### src/rtl/adder_subs_pkg.sv
// Shared types, constants and helpers for the adder/subtractor display block.
//   state_t     : conversion loop states (IDLE, LOAD, SHIFT, DONE)
//   SEG_BLANK   : all segments off (active-low)
//   SEG_MINUS   : only segment g lit
//   seg7_decode : BCD nibble -> active-low glyph, segm[0]=a .. segm[6]=g
package adder_subs_pkg;

    typedef enum logic [1:0] {
        IDLE  = 2'd0,
        LOAD  = 2'd1,
        SHIFT = 2'd2,
        DONE  = 2'd3
    } state_t;

    localparam logic [6:0] SEG_BLANK = 7'h7F;
    localparam logic [6:0] SEG_MINUS = 7'h3F;

    function automatic logic [6:0] seg7_decode(input logic [3:0] nibble);
        logic [6:0] glyph;
        case (nibble)
            4'd0:    glyph = 7'h40;
            4'd1:    glyph = 7'h79;
            4'd2:    glyph = 7'h24;
            4'd3:    glyph = 7'h30;
            4'd4:    glyph = 7'h19;
            4'd5:    glyph = 7'h12;
            4'd6:    glyph = 7'h02;
            4'd7:    glyph = 7'h78;
            4'd8:    glyph = 7'h00;
            4'd9:    glyph = 7'h10;
            default: glyph = SEG_BLANK;
        endcase
        return glyph;
    endfunction

endpackage

### src/rtl/bin2bcd_seq.sv
// Sequential double-dabble binary-to-BCD converter, one bit per cycle.
//   clk, rst : clock, asynchronous active-high reset
//   start    : load bin, clear BCD and iteration counter
//   bin      : BIN_W-bit unsigned value
//   done     : high during the cycle that performs the final step
//   bcd      : BCD_DIGITS packed nibbles, valid the cycle after done
module bin2bcd_seq #(
    parameter int BIN_W      = 5,
    parameter int BCD_DIGITS = 3
) (
    input  logic                    clk,
    input  logic                    rst,
    input  logic                    start,
    input  logic [BIN_W-1:0]        bin,
    output logic                    done,
    output logic [4*BCD_DIGITS-1:0] bcd
);

    localparam int BCD_W = 4 * BCD_DIGITS;
    localparam int CW    = (BIN_W > 1) ? $clog2(BIN_W) : 1;
    localparam logic [CW-1:0] LAST = CW'(BIN_W - 1);

    logic [BIN_W-1:0] bin_reg;
    logic [BCD_W-1:0] bcd_reg;
    logic [CW-1:0]    cnt_reg;
    logic             busy_reg;
    // Adjusted nibbles without the top bit, which the shift would discard.
    logic [BCD_W-2:0] adj;

    function automatic logic [3:0] dabble(input logic [3:0] nib);
        return (nib >= 4'd5) ? nib + 4'd3 : nib;
    endfunction

    generate
        for (genvar gi = 0; gi < BCD_DIGITS; gi++) begin : g_adj
            if (gi < BCD_DIGITS - 1) begin : g_full
                assign adj[4*gi +: 4] = dabble(bcd_reg[4*gi +: 4]);
            end else begin : g_top
                assign adj[4*gi +: 3] = 3'(dabble(bcd_reg[4*gi +: 4]));
            end
        end
    endgenerate

    always_ff @(posedge clk or posedge rst) begin
        if (rst) begin
            bin_reg  <= '0;
            bcd_reg  <= '0;
            cnt_reg  <= '0;
            busy_reg <= 1'b0;
        end else if (start) begin
            bin_reg  <= bin;
            bcd_reg  <= '0;
            cnt_reg  <= '0;
            busy_reg <= 1'b1;
        end else if (busy_reg) begin
            bcd_reg <= {adj, bin_reg[BIN_W-1]};
            bin_reg <= {bin_reg[BIN_W-2:0], 1'b0};
            if (cnt_reg == LAST) begin
                busy_reg <= 1'b0;
            end else begin
                cnt_reg <= cnt_reg + CW'(1);
            end
        end
    end

    assign done = busy_reg && (cnt_reg == LAST);
    assign bcd  = bcd_reg;

endmodule

### src/rtl/adder_subs_disp.sv
// Adds or subtracts two unsigned operands, converts the signed result to BCD
// and shows it on a multiplexed common-anode 7-segment display, sign on the
// leftmost digit. Computation loops continuously: LOAD, WIDTH+1 SHIFT, DONE.
//   clk, rst   : clock, asynchronous active-high reset
//   a, b       : WIDTH-bit unsigned operands, sampled only in LOAD
//   sum_rest   : 0 = a+b, 1 = a-b
//   segm       : active-low segments, segm[0]=a .. segm[6]=g
//   transistor : active-low one-hot digit enable, bit0 = rightmost digit
//   disp_upd   : one-cycle pulse when the display register reloads
// Build option: define LEADING_ZERO_BLANK_EN to blank leading zero digits.
module adder_subs_disp
    import adder_subs_pkg::*;
#(
    parameter int WIDTH       = 4,
    parameter int DIGITS      = 4,
    parameter int REFRESH_DIV = 100000
) (
    input  logic              clk,
    input  logic              rst,
    input  logic [WIDTH-1:0]  a,
    input  logic [WIDTH-1:0]  b,
    input  logic              sum_rest,
    output logic [6:0]        segm,
    output logic [DIGITS-1:0] transistor,
    output logic              disp_upd
);

    localparam int NUM_DIGITS = DIGITS - 1;
    localparam int BCD_W      = 4 * NUM_DIGITS;
    localparam int PW         = (REFRESH_DIV > 1) ? $clog2(REFRESH_DIV) : 1;
    localparam int IW         = (DIGITS > 1) ? $clog2(DIGITS) : 1;

    state_t            state_reg, state_next;
    logic              neg_reg;
    logic [BCD_W-1:0]  disp_bcd_reg;
    logic              disp_neg_reg;
    logic              disp_upd_reg;
    logic [PW-1:0]     presc_reg;
    logic [IW-1:0]     idx_reg;
    logic [6:0]        segm_reg, segm_next;
    logic [DIGITS-1:0] tr_reg, tr_next;

    logic [WIDTH:0]    a_ext, b_ext, mag_load;
    logic              a_lt_b, neg_load;
    logic              conv_start, conv_done;
    logic [BCD_W-1:0]  conv_bcd;
    logic [NUM_DIGITS-1:0][6:0] digit_glyph;

    // Magnitude/sign of the result; a zero difference is never negative.
    assign a_ext    = {1'b0, a};
    assign b_ext    = {1'b0, b};
    assign a_lt_b   = (a < b);
    assign mag_load = !sum_rest ? (a_ext + b_ext)
                    : (a_lt_b ? (b_ext - a_ext) : (a_ext - b_ext));
    assign neg_load = sum_rest && a_lt_b;

    assign conv_start = (state_reg == LOAD);

    bin2bcd_seq #(
        .BIN_W      (WIDTH + 1),
        .BCD_DIGITS (NUM_DIGITS)
    ) u_bin2bcd (
        .clk   (clk),
        .rst   (rst),
        .start (conv_start),
        .bin   (mag_load),
        .done  (conv_done),
        .bcd   (conv_bcd)
    );

    always_comb begin
        state_next = state_reg;
        case (state_reg)
            IDLE:    state_next = LOAD;
            LOAD:    state_next = SHIFT;
            SHIFT:   if (conv_done) state_next = DONE;
            DONE:    state_next = LOAD;
            default: state_next = IDLE;
        endcase
    end

    always_ff @(posedge clk or posedge rst) begin
        if (rst) begin
            state_reg    <= IDLE;
            neg_reg      <= 1'b0;
            disp_bcd_reg <= '0;
            disp_neg_reg <= 1'b0;
            disp_upd_reg <= 1'b0;
        end else begin
            state_reg    <= state_next;
            disp_upd_reg <= (state_reg == DONE);
            if (state_reg == LOAD) begin
                neg_reg <= neg_load;
            end
            // Display only reloads with a complete conversion.
            if (state_reg == DONE) begin
                disp_bcd_reg <= conv_bcd;
                disp_neg_reg <= neg_reg;
            end
        end
    end

    // Glyph per numeric digit; optionally blank zeros left of the first
    // non-zero digit, always keeping digit 0.
    generate
        for (genvar gi = 0; gi < NUM_DIGITS; gi++) begin : g_glyph
`ifdef LEADING_ZERO_BLANK_EN
            if (gi == 0) begin : g_units
                assign digit_glyph[gi] = seg7_decode(disp_bcd_reg[3:0]);
            end else begin : g_upper
                assign digit_glyph[gi] = (disp_bcd_reg[BCD_W-1:4*gi] == '0)
                                       ? SEG_BLANK
                                       : seg7_decode(disp_bcd_reg[4*gi +: 4]);
            end
`else
            assign digit_glyph[gi] = seg7_decode(disp_bcd_reg[4*gi +: 4]);
`endif
        end
    endgenerate

    always_comb begin
        tr_next   = '1;
        segm_next = SEG_BLANK;
        for (int k = 0; k < DIGITS; k++) begin
            if (idx_reg == IW'(k)) tr_next[k] = 1'b0;
        end
        if (idx_reg == IW'(DIGITS - 1)) begin
            segm_next = disp_neg_reg ? SEG_MINUS : SEG_BLANK;
        end else begin
            for (int k = 0; k < NUM_DIGITS; k++) begin
                if (idx_reg == IW'(k)) segm_next = digit_glyph[k];
            end
        end
    end

    // Segments and enables are both registered from idx_reg so they switch
    // on the same edge.
    always_ff @(posedge clk or posedge rst) begin
        if (rst) begin
            presc_reg <= '0;
            idx_reg   <= '0;
            tr_reg    <= '1;
            segm_reg  <= SEG_BLANK;
        end else begin
            tr_reg   <= tr_next;
            segm_reg <= segm_next;
            if (presc_reg == PW'(REFRESH_DIV - 1)) begin
                presc_reg <= '0;
                idx_reg   <= (idx_reg == IW'(DIGITS - 1)) ? '0 : idx_reg + IW'(1);
            end else begin
                presc_reg <= presc_reg + PW'(1);
            end
        end
    end

    assign segm       = segm_reg;
    assign transistor = tr_reg;
    assign disp_upd   = disp_upd_reg;

endmodule

### config.mk
export PLATFORM = sky130hd
export DESIGN_NAME = adder_subs_disp
export DESIGN_NICKNAME = d
export VERILOG_FILES = /design/src/rtl/adder_subs_pkg.sv /design/src/rtl/bin2bcd_seq.sv /design/src/rtl/adder_subs_disp.sv
export SDC_FILE = /design/constraint.sdc
export NUM_CORES = 1
export LEC_CHECK = 0
export CAP_MARGIN = 15
export CORE_MARGIN = 3
export CORE_UTILIZATION = 30
export CTS_BUF_LIST = sky130_fd_sc_hd__clkbuf_2
export CTS_CLUSTER_DIAMETER = 40
export CTS_CLUSTER_SIZE = 16
export DETAILED_ROUTE_END_ITERATION = 7
export PLACE_DENSITY = 0.52
export SYNTH_ARGS = -nofsm -noshare
export SYNTH_HDL_FRONTEND = slang
export SYNTH_SLANG_ARGS = --single-unit
### constraint.sdc
create_clock -name clk -period 2.1 [get_ports clk]
set_input_delay 0.42 -clock clk [delete_from_list [all_inputs] [get_ports clk]]
set_output_delay 0.42 -clock clk [all_outputs]
set_load 0.02 [all_outputs]
==> metrics.cfg <==
[status]
status = completed

[yosys]
synth_cell_type_count = 58
ys_top_cells_by_count = dfrtp_1 (57), ha_1 (45), inv_1 (45)
synthTopCellsByArea = dfrtp_1 (34%), ha_1 (13%), dfstp_2 (6.8%)
synthDominantCellAreaShare = 0.337
syn_area_um2 = 4230
synth_edf_count = 0
yosysWarnings = 0
synth_area_per_cell_um2 = 9.54
syn_inst = 443
ys_seq_area_frac = 0.406
ys_ff_latch = 68
synth_area_leader_cell = dfrtp_1
yosysMostFrequentCell = dfrtp_1
ys_async_sr_fraction = 1.00
syn_nets = 502
synth-main-ff-cell = dfrtp_1

[critical_path]
start_kind = flop
worst-path-max-fanout = 1
cp_data_arrival_time_ns = 1.50
critPathBufInv = 1
cp-end-kind = primary output
cp_data_required_time_ns = 1.68
cp_top_family = buffers and inverters
critPathSlowestCell = clkdlybuf4s50_1
r2r_cells = 7
crit_type = flop to primary output
crit_chain = clkdlybuf4s50_1
r2r_start = idx_reg[1]$_DFFE_PP0N_
slowest_delay_ns = 0.60
rrSetupSlack_ns = 0.23
regToRegEndpoint = segm[3]$_DFF_PP1_

[cts]
insertion_delay_ns = 0.51
cts_buffers = 9
cts_sinks = 68
cts_root_buf = clkbuf_2
cts_tree = done
clock_tree.buffer_depth = 2
cts_hold_buf = 0
cts-htree-levels = 3
clk_transition_reported_paths_ns = 0.18

[placed_design]
place_area_um2 = 4810
dp_hpwl_mm = 5.97
io_buffers = 22
finalWeightedCongestion = 0.860
dp_cells = 651

[sta]
grt_setup_unrepaired = no
holdWs_ns = 0.248
worstMarginPinSlew_ns = 0.638
setup_viol = 0
finalHoldViolations = 0
slew_headroom = 0.574
fmax_mhz = 520
slew_viol_final = 0
period_needed_ns = 1.92
setup-tns-final_ns = 0
fin_crit_sh = 0.916
skew_ns = 0.0197

[detailed_routing]
wire_per_inst_um = 12.0
dr.pass1.iters = 4
antenna_left = 0
drt_iter0_markers = 141
totalWireLength_mm = 8.02
vias_per_cell = 4.61
dr_total_vias = 3076
route.detailed.drc = 0

[die]
row_count = 42
design.core.area_um2 = 13500
initial_core_util = 0.313
die_width_um = 125
die-area_um2 = 15600
io_pins = 23
chipHeight_um = 125

[grt]
grt_pass1_wl_mm = 14.0
grt-ovfl-total = 0
grt_usage = 0.108
grt_max_degree = 34
antenna_found_initial = 0
grt_pass1_vias = 3090

[final_layout]
design_area_um2 = 4870
instances_no_fill = 667
drive_above_1_share = 0.130
n_antenna_cell = 0
fillers = 1352
largest_reg_flops = 17
nets = 545
synthToLayoutAreaGrowth_pct = 15.3

[flow_run]
drv_cap = 0

[min_path]
hp-class = input port to async pin

[power]
power.density_nw_per_um2 = 682
design_power_total_mw = 3.32
ir_worst_vdd_mv = 0.218
p_leak_nw = 2.23

cell families after synthesis:
family	share of synthesized area
flops	0.406
mux	0.0497
buf+inv	0.0559
fa+ha+maj	0.147
simple gates	0.145
xor+xnor	0.0476
compound gates	0.149
layout by cell type, fill, tap and decap left out, types with 2 or more instances in the layout:
| master | n |
|---|---|
| a221oi_1 | 2 |
| nand2_1 | 24 |
| o22ai_1 | 9 |
| nor3_1 | 3 |
| a21o_1 | 6 |
| o21ai_0 | 26 |
| nand3_1 | 13 |
| o21ai_1 | 3 |
| ha_1 | 45 |
| o211ai_1 | 4 |
| clkdlybuf4s50_1 | 11 |
| a211oi_1 | 4 |
| clkbuf_2 | 12 |
| buf_4 | 24 |
| xnor2_1 | 20 |
| mux2_2 | 8 |
| dlygate4sd2_1 | 11 |
| nand4_1 | 3 |
| and2_1 | 2 |
| o311ai_1 | 2 |
| nor2_1 | 36 |
| dfrtp_1 | 57 |
| fa_1 | 3 |
| nand2b_1 | 18 |
| xor2_1 | 3 |
| a21oi_1 | 30 |
| inv_1 | 44 |
| a31oi_1 | 3 |
| dfstp_2 | 11 |
| nor3b_1 | 3 |
| mux2i_1 | 12 |
| o31ai_1 | 2 |
| clkinv_1 | 4 |
| nor2b_1 | 5 |
layer usage:
| metal | routed length (um) | GRT usage | vias to the layer above |
|---|---|---|---|
| met5 | 0 | 0 | - |
| met4 | 188 | 0.0490 | 0 |
| met3 | 243 | 0.0262 | 18 |
| met2 | 3720 | 0.175 | 37 |
| met1 | 3870 | 0.134 | 1428 |
| li1 | - | - | 1593 |
stage by stage:
stage	worst slack [ns]	utilization
after floorplan	0.268	-
after global placement	-0.303	0.356
after detailed placement	-0.314	0.356
after CTS	0.0753	0.361
after global routing	0.0434	0.361
final	0.177	0.361
repair_timing:
action | in CTS | in global routing
gates resized for setup | 11 | 0
endpoints found under the setup margin | 11 | 0
buffers inserted | 0 | 0
power by group:
part           switching [mW]  total, mW  leakage (nW)  internal [mW]
clock                   0.444      0.602        0.0585          0.158
sequential              0.149       1.65         0.860           1.50
combinational           0.562       1.07          1.31          0.506
worst max path at each step:
stage | cells after the start | to | from | slack [ns]
after floorplan | 8 | u_bin2bcd.bin_reg[2]$_DFFE_PP0P_ | a[2] | 0.27
after global placement | 7 | u_bin2bcd.bin_reg[4]$_DFFE_PP0P_ | a[0] | -0.30
after detailed placement | 7 | u_bin2bcd.bin_reg[4]$_DFFE_PP0P_ | a[0] | -0.31
after CTS | 1 | disp_upd | disp_upd$_DFF_PP0_ | 0.08
after global routing | 7 | segm[3]$_DFF_PP1_ | idx_reg[1]$_DFFE_PP0N_ | 0.04
final | 1 | disp_upd | disp_upd$_DFF_PP0_ | 0.18
layout make-up:
cell class,count,area (um^2),share of cell area
Multi-Input combinational cell,313,2280,0.467
Sequential cell,68,1720,0.352
Timing Repair Buffer,47,407,0.0834
Inverter,47,180,0.0370
Tap cell,176,220,0.0452
Clock inverter,4,16.3,0.00334
Clock buffer,12,60.1,0.0123
(Power assumes the default switching activity.)
